`src/rtl/alu_ctrl_decoder_pkg.sv`:
```
// ALU decode package: ctrl codes, opcodes, decoded-entry struct and the
// combinational RV32I -> ALU control decode function.
package alu_pkg;

  localparam int unsigned IMM_W = 32;

  localparam logic [3:0] ALU_AND = 4'b0000;
  localparam logic [3:0] ALU_OR  = 4'b0001;
  localparam logic [3:0] ALU_ADD = 4'b0010;
  localparam logic [3:0] ALU_SUB = 4'b0110;

  localparam logic [6:0] OP_R      = 7'b0110011;
  localparam logic [6:0] OP_I      = 7'b0010011;
  localparam logic [6:0] OP_LOAD   = 7'b0000011;
  localparam logic [6:0] OP_STORE  = 7'b0100011;
  localparam logic [6:0] OP_BRANCH = 7'b1100011;
  localparam logic [6:0] OP_LUI    = 7'b0110111;
  localparam logic [6:0] OP_AUIPC  = 7'b0010111;
  localparam logic [6:0] OP_JAL    = 7'b1101111;
  localparam logic [6:0] OP_JALR   = 7'b1100111;

  localparam logic [2:0] F3_ADD = 3'b000;
  localparam logic [2:0] F3_OR  = 3'b110;
  localparam logic [2:0] F3_AND = 3'b111;
  localparam logic [2:0] F3_BEQ = 3'b000;
  localparam logic [2:0] F3_BNE = 3'b001;

  localparam logic [6:0] F7_BASE = 7'b0000000;
  localparam logic [6:0] F7_ALT  = 7'b0100000;

  typedef struct packed {
    logic [3:0]       ctrl;
    logic             use_imm;
    logic [IMM_W-1:0] imm;
    logic             is_branch;
    logic             br_ne;
    logic             illegal;
  } dec_t;

  function automatic logic [IMM_W-1:0] imm_i(input logic [31:0] instr);
    return {{20{instr[31]}}, instr[31:20]};
  endfunction

  function automatic logic [IMM_W-1:0] imm_s(input logic [31:0] instr);
    return {{20{instr[31]}}, instr[31:25], instr[11:7]};
  endfunction

  function automatic logic [IMM_W-1:0] imm_b(input logic [31:0] instr);
    return {{19{instr[31]}}, instr[31], instr[7], instr[30:25], instr[11:8], 1'b0};
  endfunction

  function automatic logic [IMM_W-1:0] imm_u(input logic [31:0] instr);
    return {instr[31:12], 12'b0};
  endfunction

  function automatic logic [IMM_W-1:0] imm_j(input logic [31:0] instr);
    return {{11{instr[31]}}, instr[31], instr[19:12], instr[20], instr[30:21], 1'b0};
  endfunction

  function automatic dec_t decode(input logic [31:0] instr);
    dec_t       d;
    logic [6:0] op;
    logic [2:0] f3;
    logic [6:0] f7;
    op     = instr[6:0];
    f3     = instr[14:12];
    f7     = instr[31:25];
    d      = '0;
    d.ctrl = ALU_ADD;
    case (op)
      OP_R: begin
        case ({f7, f3})
          {F7_BASE, F3_ADD}: d.ctrl = ALU_ADD;
          {F7_ALT,  F3_ADD}: d.ctrl = ALU_SUB;
          {F7_BASE, F3_AND}: d.ctrl = ALU_AND;
          {F7_BASE, F3_OR }: d.ctrl = ALU_OR;
          default:           d.illegal = 1'b1;
        endcase
      end
      OP_I: begin
        d.use_imm = 1'b1;
        d.imm     = imm_i(instr);
        case (f3)
          F3_ADD:  d.ctrl = ALU_ADD;
          F3_AND:  d.ctrl = ALU_AND;
          F3_OR:   d.ctrl = ALU_OR;
          default: d.illegal = 1'b1;
        endcase
      end
      OP_LOAD: begin
        d.use_imm = 1'b1;
        d.imm     = imm_i(instr);
      end
      OP_STORE: begin
        d.use_imm = 1'b1;
        d.imm     = imm_s(instr);
      end
      OP_BRANCH: begin
        d.ctrl      = ALU_SUB;
        d.is_branch = 1'b1;
        d.imm       = imm_b(instr);
        case (f3)
          F3_BEQ:  d.br_ne = 1'b0;
          F3_BNE:  d.br_ne = 1'b1;
          default: d.illegal = 1'b1;
        endcase
      end
      OP_LUI, OP_AUIPC: begin
        d.use_imm = 1'b1;
        d.imm     = imm_u(instr);
      end
      OP_JAL: begin
        d.use_imm = 1'b1;
        d.imm     = imm_j(instr);
      end
      OP_JALR: begin
        d.use_imm = 1'b1;
        d.imm     = imm_i(instr);
        if (f3 != F3_ADD) d.illegal = 1'b1;
      end
      default: d.illegal = 1'b1;
    endcase
    // Illegal entries carry no operand info; the top substitutes its own ctrl code.
    if (d.illegal) begin
      d         = '0;
      d.illegal = 1'b1;
      d.ctrl    = ALU_ADD;
    end
    return d;
  endfunction

endpackage

```
`src/rtl/alu_ctrl_decoder_if.sv`:
```
// Instruction-in / decoded-entry-out handshake bundle of the ALU decode stage.
interface alu_ctrl_decoder_if #(
  parameter int unsigned XLEN = 32
);
  logic            flush;
  logic            in_valid;
  logic            in_ready;
  logic [31:0]     instr;
  logic            out_valid;
  logic            out_ready;
  logic [3:0]      alu_ctrl;
  logic            use_imm;
  logic [XLEN-1:0] imm;
  logic            is_branch;
  logic            br_ne;
  logic            illegal;

  modport master (
    output flush, in_valid, instr, out_ready,
    input  in_ready, out_valid, alu_ctrl, use_imm, imm, is_branch, br_ne, illegal
  );

  modport slave (
    input  flush, in_valid, instr, out_ready,
    output in_ready, out_valid, alu_ctrl, use_imm, imm, is_branch, br_ne, illegal
  );
endinterface

```
`src/rtl/alu_ctrl_decoder_skid.sv`:
```
// Generic 2-entry valid/ready skid buffer with synchronous flush; in_ready and
// out_valid come straight from the occupancy register.
module rv_skid_buf
  import alu_pkg::*;
#(
  parameter type T = dec_t
) (
  input  logic clk,
  input  logic rst,
  input  logic flush,
  input  logic in_valid,
  output logic in_ready,
  input  T     in_data,
  output logic out_valid,
  input  logic out_ready,
  output T     out_data
);

  typedef enum logic [1:0] {
    SK_EMPTY,
    SK_MAIN,
    SK_FULL
  } skid_state_e;

  skid_state_e state_q, state_d;
  T            main_q, skid_q;
  logic        load_main_in, load_main_skid, load_skid;

  always_ff @(posedge clk or posedge rst) begin
    if (rst) state_q <= SK_EMPTY;
    else     state_q <= state_d;
  end

  // in_valid is only looked at outside SK_FULL, where in_ready is already 1.
  always_comb begin
    state_d        = state_q;
    load_main_in   = 1'b0;
    load_main_skid = 1'b0;
    load_skid      = 1'b0;
    case (state_q)
      SK_EMPTY: begin
        if (in_valid) begin
          state_d      = SK_MAIN;
          load_main_in = 1'b1;
        end
      end
      SK_MAIN: begin
        if (out_ready) begin
          if (in_valid) load_main_in = 1'b1;
          else          state_d      = SK_EMPTY;
        end else if (in_valid) begin
          state_d   = SK_FULL;
          load_skid = 1'b1;
        end
      end
      SK_FULL: begin
        if (out_ready) begin
          state_d        = SK_MAIN;
          load_main_skid = 1'b1;
        end
      end
      default: state_d = SK_EMPTY;
    endcase
    if (flush) begin
      state_d        = SK_EMPTY;
      load_main_in   = 1'b0;
      load_main_skid = 1'b0;
      load_skid      = 1'b0;
    end
  end

  always_ff @(posedge clk or posedge rst) begin
    if (rst) begin
      main_q <= '0;
      skid_q <= '0;
    end else begin
      if (load_main_in)        main_q <= in_data;
      else if (load_main_skid) main_q <= skid_q;
      if (load_skid)           skid_q <= in_data;
    end
  end

  assign in_ready  = (state_q != SK_FULL);
  assign out_valid = (state_q != SK_EMPTY);
  assign out_data  = main_q;

endmodule

```
`src/rtl/alu_ctrl_decoder.sv`:
```
// Registered RV32I decode stage producing ALU ctrl, immediate and branch flags
// behind a valid/ready handshake with a 2-entry skid buffer.
module alu_ctrl_decoder
  import alu_pkg::*;
#(
  parameter int unsigned XLEN       = 32,
  parameter logic [3:0]  ILLEGAL_OP = 4'b0010
) (
  input logic              clk,
  input logic              rst,
  alu_ctrl_decoder_if.slave bus
);

  dec_t dec_in, dec_q;

  always_comb begin
    dec_in = decode(bus.instr);
    if (dec_in.illegal) dec_in.ctrl = ILLEGAL_OP;
  end

  rv_skid_buf #(
    .T(dec_t)
  ) u_skid (
    .clk      (clk),
    .rst      (rst),
    .flush    (bus.flush),
    .in_valid (bus.in_valid),
    .in_ready (bus.in_ready),
    .in_data  (dec_in),
    .out_valid(bus.out_valid),
    .out_ready(bus.out_ready),
    .out_data (dec_q)
  );

  assign bus.alu_ctrl  = dec_q.ctrl;
  assign bus.use_imm   = dec_q.use_imm;
  assign bus.imm       = XLEN'(dec_q.imm);
  assign bus.is_branch = dec_q.is_branch;
  assign bus.br_ne     = dec_q.br_ne;
  assign bus.illegal   = dec_q.illegal;

endmodule

```
`src/flat_wrapper.sv`:
```
// flat-port wrapper written by rule: the top's interface ports become plain ports
module alu_ctrl_decoder_flat import alu_pkg::*;
#(
  parameter int unsigned XLEN       = 32,
  parameter logic [3:0]  ILLEGAL_OP = 4'b0010
)
  (clk, rst, bus_flush, bus_in_valid, bus_instr, bus_out_ready, bus_in_ready, bus_out_valid, bus_alu_ctrl, bus_use_imm, bus_imm, bus_is_branch, bus_br_ne, bus_illegal);
  alu_ctrl_decoder_if #(.XLEN(XLEN)) bus_i ();
  input logic clk;
  input logic rst;
  input wire logic [$bits(bus_i.flush)-1:0] bus_flush;
  input wire logic [$bits(bus_i.in_valid)-1:0] bus_in_valid;
  input wire logic [$bits(bus_i.instr)-1:0] bus_instr;
  input wire logic [$bits(bus_i.out_ready)-1:0] bus_out_ready;
  output wire logic [$bits(bus_i.in_ready)-1:0] bus_in_ready;
  output wire logic [$bits(bus_i.out_valid)-1:0] bus_out_valid;
  output wire logic [$bits(bus_i.alu_ctrl)-1:0] bus_alu_ctrl;
  output wire logic [$bits(bus_i.use_imm)-1:0] bus_use_imm;
  output wire logic [$bits(bus_i.imm)-1:0] bus_imm;
  output wire logic [$bits(bus_i.is_branch)-1:0] bus_is_branch;
  output wire logic [$bits(bus_i.br_ne)-1:0] bus_br_ne;
  output wire logic [$bits(bus_i.illegal)-1:0] bus_illegal;
  assign bus_i.flush = bus_flush;
  assign bus_i.in_valid = bus_in_valid;
  assign bus_i.instr = bus_instr;
  assign bus_i.out_ready = bus_out_ready;
  assign bus_in_ready = bus_i.in_ready;
  assign bus_out_valid = bus_i.out_valid;
  assign bus_alu_ctrl = bus_i.alu_ctrl;
  assign bus_use_imm = bus_i.use_imm;
  assign bus_imm = bus_i.imm;
  assign bus_is_branch = bus_i.is_branch;
  assign bus_br_ne = bus_i.br_ne;
  assign bus_illegal = bus_i.illegal;
  alu_ctrl_decoder #(.XLEN(XLEN), .ILLEGAL_OP(ILLEGAL_OP)) u_core (.clk(clk), .rst(rst), .bus(bus_i));
endmodule
```
`config.mk`:
```
export PLATFORM = sky130hd
export DESIGN_NAME = alu_ctrl_decoder_flat
export DESIGN_NICKNAME = d
export VERILOG_FILES = /design/src/rtl/alu_ctrl_decoder_pkg.sv /design/src/rtl/alu_ctrl_decoder_if.sv /design/src/rtl/alu_ctrl_decoder_skid.sv /design/src/rtl/alu_ctrl_decoder.sv /design/src/flat_wrapper.sv
export SDC_FILE = /design/constraint.sdc
export NUM_CORES = 1
export LEC_CHECK = 0
export ABC_AREA = 1
export CORE_MARGIN = 3
export CORE_UTILIZATION = 49
export DETAILED_ROUTE_END_ITERATION = 10
export PLACE_DENSITY = 0.79
export RECOVER_POWER = 100
export SLEW_MARGIN = 5
export SYNTH_ARGS = -nofsm -noshare
export SYNTH_HDL_FRONTEND = slang
export SYNTH_SLANG_ARGS = --single-unit
```
`constraint.sdc`:
```
create_clock -name clk -period 2.6 [get_ports clk]
set_input_delay 0.52 -clock clk [delete_from_list [all_inputs] [get_ports clk]]
set_output_delay 0.52 -clock clk [all_outputs]
set_load 0.1 [all_outputs]
```
# Word-level counts from Yosys, hierarchy flattened

Cells that the tools add are included.

Flip-flop bits (word level): 82
Word-level logic and storage cells: 82
Bits of input ports: 37
Output and inout port bits: 42

Equality and inequality tests: 22
Reduce and logical (&&, ||, !) cells: 14
Mux-type cells: 33

Operator list:

| kind                                                              | number |
|---|---|
| 32-bit case mux with 5 select lines                               | 1 |
| 40-bit two-way mux                                                | 2 |
| 39-bit two-way mux                                                | 1 |
| 7-bit by 6-bit == test with 1-bit output (second input constant)  | 3 |
| 7-bit == test (second input constant)                             | 3 |
| 10-bit by 3-bit == test with 1-bit output (second input constant) | 2 |
| 3-bit case mux with 3 select lines                                | 2 |
| 1-bit two-way mux                                                 | 15 |
| 7-bit by 5-bit == test with 1-bit output (second input constant)  | 2 |
| 2-bit two-way mux                                                 | 7 |
| 10-bit by 9-bit == test with 1-bit output (second input constant) | 1 |
| 10-bit logical NOT                                                | 1 |
| 4-bit inequality test (second input constant)                     | 2 |
| 7-bit by 2-bit == test with 1-bit output (second input constant)  | 1 |
| 7-bit OR reduction                                                | 1 |
| 3-bit == test (second input constant)                             | 2 |
| 3-bit inequality test (second input constant)                     | 2 |
| 2-bit case mux with 3 select lines                                | 1 |
| 3-bit OR reduction                                                | 2 |
| 1-bit case mux with 5 select lines                                | 1 |
| 5-bit OR reduction                                                | 1 |
| 2-bit case mux with 2 select lines                                | 1 |
| 4-bit AND reduction                                               | 1 |
| 2-bit nonzero test                                                | 2 |
| 11 further kinds                                                  | 12 |

# Longest topological paths before layout

Gate-level depths: netlist (run 1).

Depth in word-level cells: 7
Gate-level depth with buffers: 12
Depth with buffers taken out: 11

# Modules after synthesis

Synthesis (run 1) repeated with hierarchy kept, for this count alone.

Cell total of the unflattened synthesis: 705
Area, all modules: 5051.1 um^2

By module, submodules not included:

| module           | sequential area each (um^2) | area an instance (um^2) | instances | cells each |
|---|---|---|---|---|
| rv_skid_buf      | 2052.0                      | 3895.0                  | 1         | 497 |
| alu_ctrl_decoder | 0.0                         | 1156.1                  | 1         | 208 |

# Worst setup path before layout (run 1)

OpenSTA, ideal clock, no wires.

Path kind: reg-to-reg
Start point: register u_core.u_skid.state_q[0]
End point: register u_core.u_skid.state_q[0]
Slack: 865 ps
Clock period less this slack: 1735 ps
Setup time: 119 ps
Path buffers: 0
Required time: 2481 ps
Stages on the path, launching flop included: 7
Data arrival time: 1616 ps
Path through: dfrtp_1 -> inv_2 -> nand2_1 -> nand2_1 -> xor2_1 -> o22ai_1 -> o21a_1

Word-level cells in the longest chain between the ends: 3
Elaborated cells between the ends (all ways): 10
Those cells by class: eq/ne: 6; mux: 2; reduce/logical: 2

Ends and longest elaborated chain:

| element                                                                          | line                        | RTL |
|---|---|---|
| start, declared                                                                  | alu_ctrl_decoder_skid.sv:25 | `skid_state_e state_q, state_d;` |
| start signal, assigned                                                           | alu_ctrl_decoder_skid.sv:31 | `else state_q <= state_d;` |
| 2-bit by 1-bit == test with 1-bit output (tied with other cells)                 | alu_ctrl_decoder_skid.sv:40 | `case (state_q)` |
| 4-bit inequality test (no source line) (tied with other cells)                   | --                          |  |
| 4-bit AND reduction (no source line) / 2-bit two-way mux (equally long branches) | --                          |  |

Several ways; a longest one is shown, not always the timed one.
A chain may end at the register's enable or synchronous reset.

# Final worst setup path (run 1)

Start point: input bus_instr[4]
End point: register u_core.u_skid.main_q, in the netlist u_core.u_skid.out_data[38]

Word-level cells in the longest chain between the ends: 6
Elaborated cells between the ends (all ways): 15
Those cells by class: eq/ne: 9; mux: 5; reduce/logical: 1

Ends and longest elaborated chain:

| element                                                          | line                        | RTL |
|---|---|---|
| start, declared                                                  | flat_wrapper.sv:13          | `input wire logic [$bits(bus_i.instr)-1:0] bus_instr;` |
| 7-bit by 2-bit == test with 1-bit output (tied with other cells) | alu_ctrl_decoder_pkg.sv:70  | `case (op)` |
| 5-bit OR reduction (no source line)                              | --                          |  |
| 1-bit case mux with 5 select lines                               | alu_ctrl_decoder_pkg.sv:70  |  |
| 39-bit two-way mux (*)                                           | alu_ctrl_decoder_pkg.sv:124 | `if (d.illegal) begin` |
| 3-bit two-way mux (*)                                            | alu_ctrl_decoder.sv:18      | `if (dec_in.illegal) dec_in.ctrl = ILLEGAL_OP;` |
| 40-bit two-way mux (*)                                           | alu_ctrl_decoder_skid.sv:77 | `if (load_main_in) main_q <= in_data;` |
| end signal, assigned                                             | alu_ctrl_decoder_skid.sv:77 |  |
| end signal, assigned                                             | alu_ctrl_decoder_skid.sv:78 | `else if (load_main_skid) main_q <= skid_q;` |
| end, declared                                                    | alu_ctrl_decoder_skid.sv:26 | `T main_q, skid_q;` |

Every way passes the cells marked *; elsewhere a longest branch is shown, timed or not.

==> out/metrics.yaml, run 1 <==
synth.avg_cell_area_um2: 6.92
core_um2: 8980
grt_antenna_before_repair: 0
min_path_cells: 2
overflow: 0
n_antenna_cell: 0
synth-seq-cells: 80
grt_pass1_vias: 4498
yosysSeqAreaShare: 0.429
final_util: 0.627
syn_to_final_growth_pct: 20.8
finalMaxSlewViolations: 27
fin_crit_ns: 2.45
totalWireLength_um: 13200
portBuffers: 77
ant_nets: 0
syn_nets: 711
drive_above_1_share: 0.0975
grt_pass1_wl_um: 21400
synthCells: 674
tns_ns: 0
cp-start-kind: "input pin"
critPathArrivalTime_ns: 2.74
first_pass_iters: 6
layout.cells.non_filler: 895
cts_tree: "built"
cts_hold_buf: 0
nNetsFinal: 801
worstReg2RegStart: "u_core.u_skid.state_q[1]"
power_density_nw_per_um2: 549
critPathMaxFanout: 36
seqCellArea_um2: 2000
chipWidth_um: 104
vdd_ir_drop_max_mv: 0.864
relSlewSlack: -0.00410
rows: 34
min_to: "u_core.u_skid.skid_q[3]"
clkTransAtPathRegs_ns: 0.09
multi_input_area_um2: 2060
power_uw: 3090
cts_buffers: 9
fin_skew_ns: 0.00875
dieArea_um2: 10700
regToRegEndpoint: "u_core.u_skid.out_data[27]"
die-height_um: 104
crit_chain: "clkdlybuf4s50_1 > inv_2 > nand3_2 > inv_2 > nand2_1 > nor2_1 > nor2_1 > nand2_2 > nor2_4 > nand3_1 > nand2_1"
remaining_drc_errors: 0
maxCapViolations: 1
min_path_type: "reg2reg"
synthTopCellsByArea: "dfrtp_1 43%, nand2_1 17%, nand3_1 14%"
ys_types: 30
grt_util_all_layers: 0.241
setup_viol_count_final: 0
min_from: "u_core.u_skid.skid_q[3]"
hold_viol: 0
place_congestion: 1.01
final_cell_mix: "215 x nand2_1, 126 x nand3_1, 89 x inv_1, 80 x dfrtp_1, 42 x clkbuf_1"
numClockSinks: 80
max_slew.worst_pin.slew_ns: 1.51
worstSetupPathType: "in2reg"
setup_slack_ns: 0.149
rsz0062_at_grt: "no"
cts-root-buf: "clkbuf_8"
yosys.area.top_type: "dfrtp_1"
drt_iter0_drc: 286
fill_cells: 847
timing.fmax_ghz: 0.408
clock_path_buffers: 2
wl_per_cell_um: 14.7
placed_cells: 878
violations: "capacitance limit, slew limit"
syn_area_um2: 4660
reg2regPathDepth: 10
dp_slack_ns: -0.168
worstSkewPairLatency_ns: 0.35
grt_max_degree: 73
worstPathRequired_ns: 2.89
leakage_uw: 0.00286
timing.final.crit_share: 0.943
dp_hpwl_um: 9030
via_per_inst: 5.26
run_status: "finished with violations"
synth-warning-count: 0
reg2reg_slack_ns: 0.56
crit_path_top_delay_cell: "nor2_4"
cpPeakStageDelay_ns: 0.67
synth_top_area_frac: 0.429
h-tree-depth: 3
initial_core_util: 0.519
final_common_cell: "nand2_1"
io_pins: 79
end_kind: "flip-flop"
num_vias: 4706
## per-stage QoR
stage | cell area, µm² | hold WS, ns
final | 5630 | 0.486
after global routing | 5630 | 0.502
after CTS | 5820 | 0.346
after detailed placement | 5600 | 0.465
after global placement | 5600 | 0.461
after floorplan | 4660 | 0.449
## sequential cells by signal, indices dropped and copies added, names as in the netlist
name                    cells
u_core.u_skid.state_q       2
u_core.u_skid.skid_q       39
u_core.u_skid.out_data     39
## cell type report
cell class | count | area share
flip-flops and latches | 80 | 0.356
multi-input cells | 454 | 0.366
repair buffers | 117 | 0.142
clock buffers | 11 | 0.0251
inverters | 102 | 0.0682
clock inverters | 5 | 0.0142
well taps | 126 | 0.0280
## cell usage after synthesis
| cell type | number |
|---|---|
| inv_2 | 10 |
| o31ai_1 | 1 |
| nand2_2 | 4 |
| o21a_1 | 1 |
| nor3_4 | 1 |
| a31oi_1 | 1 |
| conb_1 | 1 |
| buf_4 | 3 |
| o21ai_0 | 39 |
| buf_2 | 10 |
| xor2_1 | 1 |
| nor3_1 | 1 |
| nor2_8 | 1 |
| nor4_1 | 1 |
| nand3_2 | 1 |
| buf_6 | 7 |
| nand3_1 | 126 |
| inv_1 | 90 |
| o21ai_1 | 6 |
| o22ai_1 | 2 |
| a21oi_1 | 3 |
| o211ai_1 | 1 |
| nand4_1 | 14 |
| nand2_1 | 216 |
| clkinv_1 | 2 |
| nand3b_1 | 6 |
| nor3_2 | 1 |
| nor2_1 | 25 |
| clkbuf_1 | 19 |
| dfrtp_1 | 80 |
## routing by layer
layer  vias up  global-route usage  wire, µm
li1       2302                   -         -
met1      2138               0.327      5660
met2       248               0.403      6200
met3        18              0.0379      1150
met4         0              0.0703       159
met5         -                   0         0
## cells by family (layout without fill, tap and decap cells)
logic type | count (synthesis) | in the layout | synth area share
AND/OR/NAND/NOR | 397 | 398 | 0.378
flip-flops | 80 | 80 | 0.429
AO/OA/AOI/OAI | 54 | 54 | 0.0604
buffers and inverters | 141 | 235 | 0.130
XOR/XNOR | 1 | 1 | 0.00188
other | 1 | 1 | 0.000804
## how the worst max path moves through the flow
| stage | start | slack [ns] | end |
|---|---|---|---|
| after floorplan | rst | 0.03 | u_core.u_skid.out_data[0] |
| after global placement | bus_instr[4] | -0.13 | u_core.u_skid.out_data[6] |
| after detailed placement | bus_instr[4] | -0.17 | u_core.u_skid.out_data[23] |
| after CTS | bus_instr[4] | 0.18 | u_core.u_skid.out_data[23] |
| after global routing | bus_instr[4] | 0.05 | u_core.u_skid.skid_q[35] |
| final | bus_instr[4] | 0.15 | u_core.u_skid.out_data[38] |
## power breakdown
part / switching, µW / internal (µW)
Combinational: 558 / 156
Clock: 467 / 566
Sequential: 41.2 / 1310
## timing repair
| item | 4_1_cts | 5_1_grt |
|---|---|---|
| setup buffers | 0 | 0 |
| resized for setup | 0 | 1 |
| setup endpoints to repair | 0 | 21 |
| hold endpoints to repair | 0 | 0 |
## critical path, delay by kind of cell
kind | cells | cell delay (ns)
buf+inv | 3 | 0.73
simple gates | 8 | 1.48
Power figures use the tool's default switching activity.
==> run 2, diff against run 1 <==
--- a/config.mk
+++ b/config.mk
@@ -6,7 +6,7 @@
 export NUM_CORES = 1
 export LEC_CHECK = 0
 export ABC_AREA = 1
-export CORE_MARGIN = 3
+export CORE_MARGIN = 2
 export CORE_UTILIZATION = 49
 export DETAILED_ROUTE_END_ITERATION = 10
 export PLACE_DENSITY = 0.79
==> run 2 against run 1 <==
  * The run now ends clean
  * Via count fell by 2.1%
  * Largest power group unchanged
  * Critical path type unchanged
  * Hold slack lost 0.0025 ns
  * Sequential power about the same
  * Core utilization fell by 2.0 points
  * Largest cell class unchanged
  * Worst setup slack improved by 0.16 ns
==> out/metrics.yaml, run 2 (synthesis gave the netlist of run 1 again) <==
use_met1: 0.366  # +0.0394
grt_util_all_layers: 0.262  # +0.0205
wl_per_cell_um: 14.4  # -2.0%
crit_path_start: "bus_out_ready"
grt_antenna_before_repair: 0  # unchanged
hold_viol: 0  # unchanged
dp_hpwl_um: 9050  # +0.17%
nNetsFinal: 788  # -1.6%
reg2reg_slack_ns: 0.66  # +0.10 ns
whs_ns: 0.484  # -0.00252 ns
power_density_nw_per_um2: 568  # +3.3%
relSlewSlack: 0.222  # +0.226
grt_pass1_vias: 4350  # -3.3%
grt.busiest_layer: "met2"
final_cell_mix: "216 x nand2_1, 126 x nand3_1, 93 x inv_1, 80 x dfrtp_1, 42 x o21ai_0"
timing.final.crit_share: 0.883  # -0.0597
cts_tree: "built"
cpPeakStageDelay_ns: 0.61  # -0.06 ns
worstSkewPairLatency_ns: 0.35  # about the same
run_status: "completed"
first_pass_iters: 5  # -1
n_antenna_cell: 0  # unchanged
leakage_uw: 0.00284  # -0.58%
h-tree-depth: 3  # unchanged
crit_path_top_delay_cell: "dlygate4sd3_1"
cts_buffers: 9  # unchanged
cts_resized: 0  # unchanged
clkTransAtPathRegs_ns: 0.09  # about the same
setup_viol_count_final: 0  # unchanged
grt_pass1_wl_um: 21100  # -1.1%
die-height_um: 102  # -1.9%
chipWidth_um: 102  # -1.9%
end_kind: "flip-flop"
layout.cells.non_filler: 885  # -1.1%
regToRegEndpoint: "u_core.u_skid.out_data[10]"
drt_iter0_drc: 299  # +4.5%
worstSetupPathType: "in2reg"
overflow: 0  # unchanged
initial_core_util: 0.505  # -0.0148
ant_nets: 0  # unchanged
grt_max_degree: 60  # -18%
tns_ns: 0  # unchanged
totalWireLength_um: 12800  # -3.1%
remaining_drc_errors: 0  # unchanged
cp-start-kind: "input pin"
crit_end: "u_core.u_skid.out_data[10]"
fin_crit_ns: 2.30  # -0.155 ns
num_vias: 4607  # -2.1%
portBuffers: 77  # unchanged
max_slew.worst_pin.slew_ns: 1.17  # -0.334 ns
grtUsageMet2: 0.419  # +0.0158
worstPathRequired_ns: 2.89  # about the same
placed_cells: 869  # -1.0%
rsz0062_at_grt: "no"
finalMaxSlewViolations: 0  # -100%
vdd_ir_drop_max_mv: 0.676  # -22%
place_congestion: 1.02  # +1.2%
final_common_cell: "nand2_1"
dieArea_um2: 10300  # -3.8%
numClockSinks: 80  # unchanged
via_per_inst: 5.21  # -1.0%
finish.instance_area_um2: 5610  # -0.40%
fin_skew_ns: 0.00936  # +0.000605 ns
io_pins: 79  # unchanged
timing.fmax_ghz: 0.436  # +6.8%
cts_setup_buffers: 0  # unchanged
crit_chain: "dlygate4sd3_1 > nor2_1 > nor3_4 > inv_1 > nand2_2 > inv_2 > nand2_1 > o21ai_0 > inv_1 > nand2_1"
fill_cells: 881  # +4.0%
cts-root-buf: "clkbuf_8"
maxCapViolations: 0  # -1
syn_to_final_growth_pct: 20.3
critPathArrivalTime_ns: 2.58  # -0.16 ns
seqCellArea_um2: 2000  # unchanged
core_um2: 9240  # +2.9%
reg2regPathDepth: 10  # unchanged
min_path_type: "reg2reg"
cts_hold_buf: 0  # unchanged
crit_buf_inv: 4  # +1
cp_num_cells: 10  # -1
worstReg2RegStart: "u_core.u_skid.state_q[0]"
clock_path_buffers: 2  # unchanged
multi_input_area_um2: 2060  # -0.12%
placed_area_um2: 5520  # -1.3%
path_delay_family: "buffers and inverters"
rows: 35  # +2.9%
final_util: 0.607  # -0.0204
use_met3: 0.0497  # +0.0118
critPathMaxFanout: 38  # +5.6%
drive_above_1_share: 0.0794  # -0.0182
run 2: area by class of cell:
cell class,instances,share of cell area
Tap cell,129,0.0288
Clock buffer,10,0.0228
Clock inverter,6,0.0205
Timing Repair Buffer,105,0.135
Inverter,102,0.0685
Multi-Input combinational cell,453,0.367
Sequential cell,80,0.357
run 2: tightest hold or removal path, stage by stage, from the launching register on:
cell and delay [ns]:
dfrtp_1 0.35, nand2_1 0.05, nand2_1 0.05
run 2: per-layer routing:
metal	wire, µm	up-vias
met5	0	-
met3	805	8
met1	5840	2153
met4	100	0
met2	6010	171
li1	-	2275
run 2: worst min-delay path by stage:
stage	cells after the start	endpoint	from	slack (ns)
after floorplan	2	u_core.u_skid.skid_q[35]	u_core.u_skid.skid_q[35]	0.45
after global placement	2	u_core.u_skid.skid_q[8]	u_core.u_skid.skid_q[8]	0.46
after detailed placement	2	u_core.u_skid.skid_q[5]	u_core.u_skid.skid_q[5]	0.47
after CTS	2	u_core.u_skid.skid_q[20]	rst	0.44
after global routing	2	u_core.u_skid.skid_q[24]	u_core.u_skid.skid_q[24]	0.50
final	2	u_core.u_skid.skid_q[5]	u_core.u_skid.skid_q[5]	0.48
run 2: where the power goes:
group	leakage [µW]	switching [µW]	internal (µW)	total, µW
clock	0.000117	483	646	1130
combinational	0.00163	553	154	708
sequential	0.00110	42.2	1310	1350
run 2: stage by stage:
stage               power [µW]  setup WS, ns
finish                    3180         0.304
global route              3320         0.162
CTS                       3230         0.476
detailed placement        2120         0.123
global placement          2110         0.158
floorplan                 1880        0.0283
